$ cat config.mk
export PLATFORM = sky130hd
export DESIGN_NAME = hs4_token_source
export DESIGN_NICKNAME = d
export VERILOG_FILES = /design/src/rtl/hs4_token_source.sv
export SDC_FILE = /design/constraint.sdc
export NUM_CORES = 1
export LEC_CHECK = 0
export CAP_MARGIN = 20
export CORE_MARGIN = 5
export CORE_UTILIZATION = 50
export DETAILED_ROUTE_END_ITERATION = 16
export GPL_TIMING_DRIVEN = 0
export PLACE_DENSITY_LB_ADDON = 0.1
export SYNTH_ARGS = -nofsm -noshare
export SYNTH_HDL_FRONTEND = slang
export SYNTH_SLANG_ARGS = --single-unit
$ cat constraint.sdc
create_clock -name clk -period 3 [get_ports clk]
set_input_delay 0.75 -clock clk [delete_from_list [all_inputs] [get_ports clk]]
set_output_delay 0.75 -clock clk [all_outputs]
set_load 0.05 [all_outputs]
$ cat src/rtl/hs4_token_source.sv
// hs4_token_source: clocked source of a four-phase req/ack bundled-data channel.
// Define HS4_SOURCE_TIMEOUT_EN to compile in the per-phase watchdog.
module hs4_token_source #(
    parameter int WIDTH       = 8,
    parameter int SYNC_STAGES = 2,
    parameter int TIMEOUT     = 64
) (
    input  logic             clk,
    input  logic             rst_n,
    input  logic             in_valid,
    output logic             in_ready,
    input  logic [WIDTH-1:0] in_data,
    output logic             req,
    output logic [WIDTH-1:0] data,
    input  logic             ack,
    output logic             busy,
    output logic [15:0]      tok_count,
    output logic             timeout,
    output logic             ack_err
);

    typedef enum logic [1:0] {
        ST_IDLE   = 2'd0,
        ST_REQ_UP = 2'd1,
        ST_REQ_DN = 2'd2,
        ST_ERROR  = 2'd3
    } state_t;

    state_t                 state_r, state_nx_s;
    logic [SYNC_STAGES-1:0] ack_sync_r;
    logic [SYNC_STAGES-1:0] ack_fill_r;
    logic                   ack_s;
    logic                   sync_full_s;
    logic                   in_ready_s;
    logic                   accept_s;
    logic                   phase_expired_s;

    logic                   req_r, req_nx_s;
    logic [WIDTH-1:0]       data_r, data_nx_s;
    logic [15:0]            tok_count_r, tok_count_nx_s;
    logic                   timeout_r, timeout_nx_s;
    logic                   ack_err_r, ack_err_nx_s;

    // ack synchronizer; the fill chain keeps the port closed until the chain holds real samples
    always_ff @(posedge clk or negedge rst_n) begin
        if (!rst_n) begin
            ack_sync_r <= {SYNC_STAGES{1'b0}};
            ack_fill_r <= {SYNC_STAGES{1'b0}};
        end else begin
            ack_sync_r <= {ack_sync_r[SYNC_STAGES-2:0], ack};
            ack_fill_r <= {ack_fill_r[SYNC_STAGES-2:0], 1'b1};
        end
    end

    assign ack_s       = ack_sync_r[SYNC_STAGES-1];
    assign sync_full_s = ack_fill_r[SYNC_STAGES-1];
    assign in_ready_s  = (state_r == ST_IDLE) && sync_full_s && !ack_s;
    assign accept_s    = in_valid && in_ready_s;

`ifdef HS4_SOURCE_TIMEOUT_EN
    logic [15:0] phase_cnt_r, phase_cnt_nx_s;

    assign phase_expired_s = (phase_cnt_r == 16'(TIMEOUT - 1));

    // phase counter restarts on entry to each handshake phase
    always_comb begin
        phase_cnt_nx_s = 16'd0;
        if (((state_r == ST_REQ_UP) || (state_r == ST_REQ_DN)) && (state_nx_s == state_r)) begin
            phase_cnt_nx_s = phase_cnt_r + 16'd1;
        end else begin
            phase_cnt_nx_s = 16'd0;
        end
    end

    // phase counter register
    always_ff @(posedge clk or negedge rst_n) begin
        if (!rst_n) begin
            phase_cnt_r <= 16'd0;
        end else begin
            phase_cnt_r <= phase_cnt_nx_s;
        end
    end
`else
    assign phase_expired_s = 1'b0;
`endif

    // handshake FSM next-state and registered-output values
    always_comb begin
        state_nx_s     = state_r;
        req_nx_s       = req_r;
        data_nx_s      = data_r;
        tok_count_nx_s = tok_count_r;
        timeout_nx_s   = timeout_r;
        ack_err_nx_s   = ack_err_r;
        case (state_r)
            ST_IDLE: begin
                if (ack_s) begin
                    ack_err_nx_s = 1'b1;
                end else begin
                    ack_err_nx_s = ack_err_r;
                end
                if (accept_s) begin
                    state_nx_s = ST_REQ_UP;
                    req_nx_s   = 1'b1;
                    data_nx_s  = in_data;
                end else begin
                    req_nx_s   = 1'b0;
                end
            end
            ST_REQ_UP: begin
                if (phase_expired_s) begin
                    state_nx_s   = ST_ERROR;
                    req_nx_s     = 1'b0;
                    timeout_nx_s = 1'b1;
                end else if (ack_s) begin
                    state_nx_s = ST_REQ_DN;
                    req_nx_s   = 1'b0;
                end else begin
                    req_nx_s   = 1'b1;
                end
            end
            ST_REQ_DN: begin
                if (phase_expired_s) begin
                    state_nx_s   = ST_ERROR;
                    req_nx_s     = 1'b0;
                    timeout_nx_s = 1'b1;
                end else if (!ack_s) begin
                    state_nx_s     = ST_IDLE;
                    tok_count_nx_s = tok_count_r + 16'd1;
                end else begin
                    req_nx_s = 1'b0;
                end
            end
            ST_ERROR: begin
                req_nx_s = 1'b0;
            end
            default: begin
                state_nx_s = ST_IDLE;
                req_nx_s   = 1'b0;
            end
        endcase
    end

    // FSM state and output registers
    always_ff @(posedge clk or negedge rst_n) begin
        if (!rst_n) begin
            state_r     <= ST_IDLE;
            req_r       <= 1'b0;
            data_r      <= {WIDTH{1'b0}};
            tok_count_r <= 16'd0;
            timeout_r   <= 1'b0;
            ack_err_r   <= 1'b0;
        end else begin
            state_r     <= state_nx_s;
            req_r       <= req_nx_s;
            data_r      <= data_nx_s;
            tok_count_r <= tok_count_nx_s;
            timeout_r   <= timeout_nx_s;
            ack_err_r   <= ack_err_nx_s;
        end
    end

    assign in_ready  = in_ready_s;
    assign req       = req_r;
    assign data      = data_r;
    assign busy      = (state_r != ST_IDLE);
    assign tok_count = tok_count_r;
    assign timeout   = timeout_r;
    assign ack_err   = ack_err_r;

endmodule

# Word level (Yosys, flattened, before mapping)
# Index checks and enable logic that the tools add are counted.
totals:
  regBits: 32
  inputBits: 12
  out_inout_bits: 29
op_classes:
  addsub: 1
  eq_ne: 7
  mux: 8
  bitwise_logic: 1
  reduce_logical: 11
ops:
  columns: ["cell", "n"]
  rows:
  - ["adder 16 x 1 -> 16 bit (second input constant)", 1]
  - ["!= test 2 bit (second input constant)", 4]
  - ["2-to-1 mux 2 bit", 3]
  - ["one-hot mux 2 bit (3 select lines)", 1]
  - ["AND reduction 2 bit", 3]
  - ["equality test 2 bit (second input constant)", 2]
  - ["one-hot mux 1 bit (4 select lines)", 1]
  - ["AND reduction 4 bit", 1]
  - ["logical AND 1 bit", 3]
  - ["2-to-1 mux 1 bit", 3]
  - ["nonzero test 3 bit", 1]
  - ["equality test 2 x 1 -> 1 bit (second input constant)", 1]
  - ["zero test 2 bit", 1]
  - ["nonzero test 2 bit", 1]
  - ["zero test 1 bit", 1]
  - ["inverter 1 bit", 1]

# Logic depth before layout (Yosys ltp)
logic_depth:
  word_depth: 6
  ltp_mapped: 6

# Worst setup path after synthesis
# OpenSTA, ideal clock, no wires.
synth_path:
  kind: "register to register"
  startpoint: "register state_r[0]"
  endpoint: "register state_r[1]"
  setup_ps: 128
  arrival_time_ps: 1840
  path_slack_ps: 1032
  path_stages_with_launch: 7
  path_cell_list: "dfrtp_1 > inv_1 > ha_1 > and3b_2 > nand2_4 > a211oi_2 > mux2_1"
synth_via:
  elab_chain_len: 6
  word_cells_on_any_way: 12
  cone_classes: "5 x eq/ne; 1 x mux; 6 x reduce/logical"
synth_lines:
  columns: ["element", "line_no", "source"]
  rows:
  - ["start, declared", "29", "state_t state_r, state_nx_s;"]
  - ["start signal, assigned", "154", "state_r <= state_nx_s;"]
  - ["zero test 2 bit", "57", "assign in_ready_s = (state_r == ST_IDLE) && sync_full_s && !ack_s;"]
  - ["logical AND 1 bit (2 in series)", "57", null]
  - ["named net in_ready", "11", "output logic in_ready,"]
  - ["logical AND 1 bit", "58", "assign accept_s = in_valid && in_ready_s;"]
  - ["!= test 2 bit (no line)", null, null]
  - ["AND reduction 4 bit (no line)", null, null]
# The timed path passes the listed nets, and every way through them passes these cells.
# A chain may end at the register's enable or synchronous reset.

# Final worst setup path
layout_path:
  startpoint: "register state_r[0]"
  endpoint: "output port busy"
layout_via:
  elab_chain_len: 1
layout_lines:
  columns: ["element", "line_no", "source"]
  rows:
  - ["nonzero test 2 bit", "166", "assign busy = (state_r != ST_IDLE);"]
  - ["end, declared", "16", "output logic busy,"]
# Every way passes these cells.

==> results.json <==
{
  "outcome": "completed",
  "min_period_ns": 2.71,
  "yosysSeqAreaShare_pct": 56.8,
  "drv_cap": 0,
  "synth_edf_count": 0,
  "total_power_mw": 1.68,
  "cp.arrival_ns": 1.96,
  "die_w_um": 63.1,
  "synth_top_area_share_pct": 56.8,
  "skew_ns": 0.00346,
  "cts_root_buffer": "clkbuf_4",
  "path_max_fanout": 4,
  "ir_worst_vdd_uv": 763,
  "synth_top_family_by_area": "simple AND/OR/NAND/NOR gates",
  "drc": 0,
  "via_count": 961,
  "grt_usage_pct": 15.1,
  "setup_viol": 0,
  "globalRouteOverflowTotal": 0,
  "fp.dieH_um": 63.1,
  "drv_slew": 0,
  "clk_latency_ns": 0.32,
  "power_per_cell_area_mw_per_mm2": 878,
  "post_cts_buffers": 0,
  "syn_avg_cell_area_um2": 13.0,
  "drtAntennaViolNets": 0,
  "antenna_cells": 0,
  "cts.path.max_buffers": 2,
  "cp-start-kind": "flop",
  "fmaxAchievable_ghz": 0.370,
  "yosysWarnings": 0,
  "synthTopCellsByArea": "dfrtp_1, mux2_2, ha_1, xnor2_1, xor2_1",
  "ios": 41,
  "syn_inst": 108,
  "grt_pass1_wl_mm": 4.76,
  "coreArea_mm2": 0.00273,
  "start_util_pct": 51.5,
  "critPathCaptureType": "primary output",
  "routed_wl_mm": 2.58,
  "dr.pass1.iters": 4,
  "grt_pass1_vias": 1032,
  "clock_sinks": 32,
  "hp-class": "reg2reg",
  "fin_tns_setup_ns": 0,
  "row_count": 19,
  "wire_per_inst_um": 13.8,
  "synth_cell_types": 29,
  "ys.flop_type": "dfrtp_1",
  "first_iter_violations": 34,
  "netlist_area_mm2": 0.00141,
  "critPathRequiredTime_ns": 2.25,
  "ys_ff_latch": 32,
  "worstMarginPinSlew_ns": 0.576,
  "yosys.cell_count.top_type": "dfrtp_1",
  "syn-num-nets": 126,
  "antenna_found_initial": 0,
  "place.gp.congestion": 0.717,
  "synth-adder-area-share_pct": 5.33,
  "grt_max_degree": 22,
  "synth-simple-area-share_pct": 14.2,
  "criticalPathCategory": "reg2out",
  "synth_xor_area_share_pct": 9.33,
  "drive_above_1_share_pct": 16.0,
  "final_nets": 173,
  "nFillCells": 216,
  "numCtsBuffers": 5,
  "ys_async_sr_fraction_pct": 100,
  "postCtsHoldBufs": 0,
  "io_buffer_count": 39,
  "maxSlewHeadroom_pct": 61.5,
  "p_leak_nw": 0.891,
  "die_area_mm2": 0.00398,
  "synth.area.mux_share_pct": 9.50,
  "cts.clk_slew.worst_paths_ns": 0.09,
  "synth-compound-area-share_pct": 2.40,
  "synth.largest_area_cell": "dfrtp_1",
  "place_hpwl_mm": 2.00,
  "via_per_inst": 5.14,
  "rsz0062_at_grt": "false",
  "period_share_pct": 90.2,
  "synthTopCellsByCount": "dfrtp_1, mux2_2, xnor2_1",
  "htree_levels": 2,
  "hold_viol_final": 0,
  "area_delta_synth_final_pct": 35.9,
  "cts_tree": "yes"
}
## logic make-up (layout without fill, tap and decap cells)
kind of cell               count (synthesis)  count (layout)
AOI/OAI and AO/OA                          4               4
buffers and inverters                      6              54
xor gates and xnor gates                  15              15
other                                      2               2
DFF                                       32              32
and+or+nand+nor                           31              31
muxes                                     12              12
adders and majority gates                  6               6
## worst paths after layout
kind | cells after the start | slack, ns | from | endpoint
max | 4 | 0.29 | state_r[0]$_DFFE_PN0P_ | busy
min | 0 | 0.35 | ack_fill_r[0]$_DFF_PN0_ | ack_fill_r[1]$_DFF_PN0_
max reg2reg | 6 | 1.07 | state_r[0]$_DFFE_PN0P_ | state_r[1]$_DFFE_PN0P_
min reg2reg | 0 | 0.35 | ack_fill_r[0]$_DFF_PN0_ | ack_fill_r[1]$_DFF_PN0_
max in group asynchronous | 2 | 1.67 | rst_n | tok_count[5]$_DFFE_PN0P_
min in group asynchronous | 1 | 0.79 | rst_n | data[3]$_DFFE_PN0P_
## state kept, by name (all words and copies together), names as in the netlist
| register | flops |
|---|---|
| tok_count | 16 |
| ack_fill_r | 2 |
| req | 1 |
| state_r | 2 |
| ack_sync_r | 2 |
| data | 8 |
| ack_err | 1 |
## cell type report
cell class / count / area (um2) / share of cell area [%]
multi-input combinational: 70 / 582 / 30.4
tap: 31 / 38.8 / 2.03
buffer: 1 / 7.51 / 0.392
sequential: 32 / 801 / 41.8
timing repair buffer: 40 / 408 / 21.3
clock buffer: 8 / 58.8 / 3.07
inverter: 5 / 18.8 / 0.980
## metal layers
| layer | global-route usage [%] | wire (um) | up-vias | part of all wire (%) |
|---|---|---|---|---|
| li1 | - | - | 463 | - |
| met1 | 16.7 | 1080 | 460 | 42 |
| met2 | 24.5 | 1230 | 35 | 48 |
| met3 | 8.35 | 237 | 3 | 9.2 |
| met4 | 4.77 | 27 | 0 | 1.0 |
| met5 | 0 | 0 | - | 0 |
## metrics by stage
step	worst slack (ns)	cell area, um2	std cells	hold slack, ns	utilization [%]
after floorplan	1.03	1410	108	0.331	-
after global placement	0.441	1840	178	0.335	67.2
after detailed placement	0.422	1850	179	0.336	67.8
after CTS	0.0404	1910	187	0.357	69.9
final	0.294	1910	187	0.354	70.0
after global routing	0.165	1910	187	0.377	70.0
## placed cells by master, fill, tap and decap left out, drive strengths merged
cell type	netlist	routed
clkdlybuf4s50	0	38
dfrtp	32	32
mux2	11	11
xnor2	8	8
nand2	8	8
clkbuf	0	8
xor2	7	7
ha	6	6
nor3	6	6
inv	5	5
nor2	4	4
nand3	4	4
conb	2	2
nand4	2	2
buf	1	2
and3b	1	1
a211oi	1	1
a22oi	1	1
nand2b	1	1
o22ai	1	1
and3	1	1
or2	1	1
and4	1	1
nor4	1	1
a21o	1	1
nand3b	1	1
mux2i	1	1
dlymetal6s2s	0	1
## power breakdown
part | switching (mW) | internal, mW
Combinational | 0.515 | 0.310
Clock | 0.133 | 0.116
Sequential | 0.0749 | 0.533
Total | 0.723 | 0.958
## critical path, stage by stage (launching register included)
cell and delay, ns:
dfrtp_1 0.39, inv_1 0.10, ha_1 0.26, inv_1 0.08
clkdlybuf4s50_1 0.80
## what timing repair did
item,4_1_cts,5_1_grt
endpoints found under the hold margin,0,0
resized for setup,0,1
setup endpoints to repair,0,1
(Power assumes the default switching activity.)
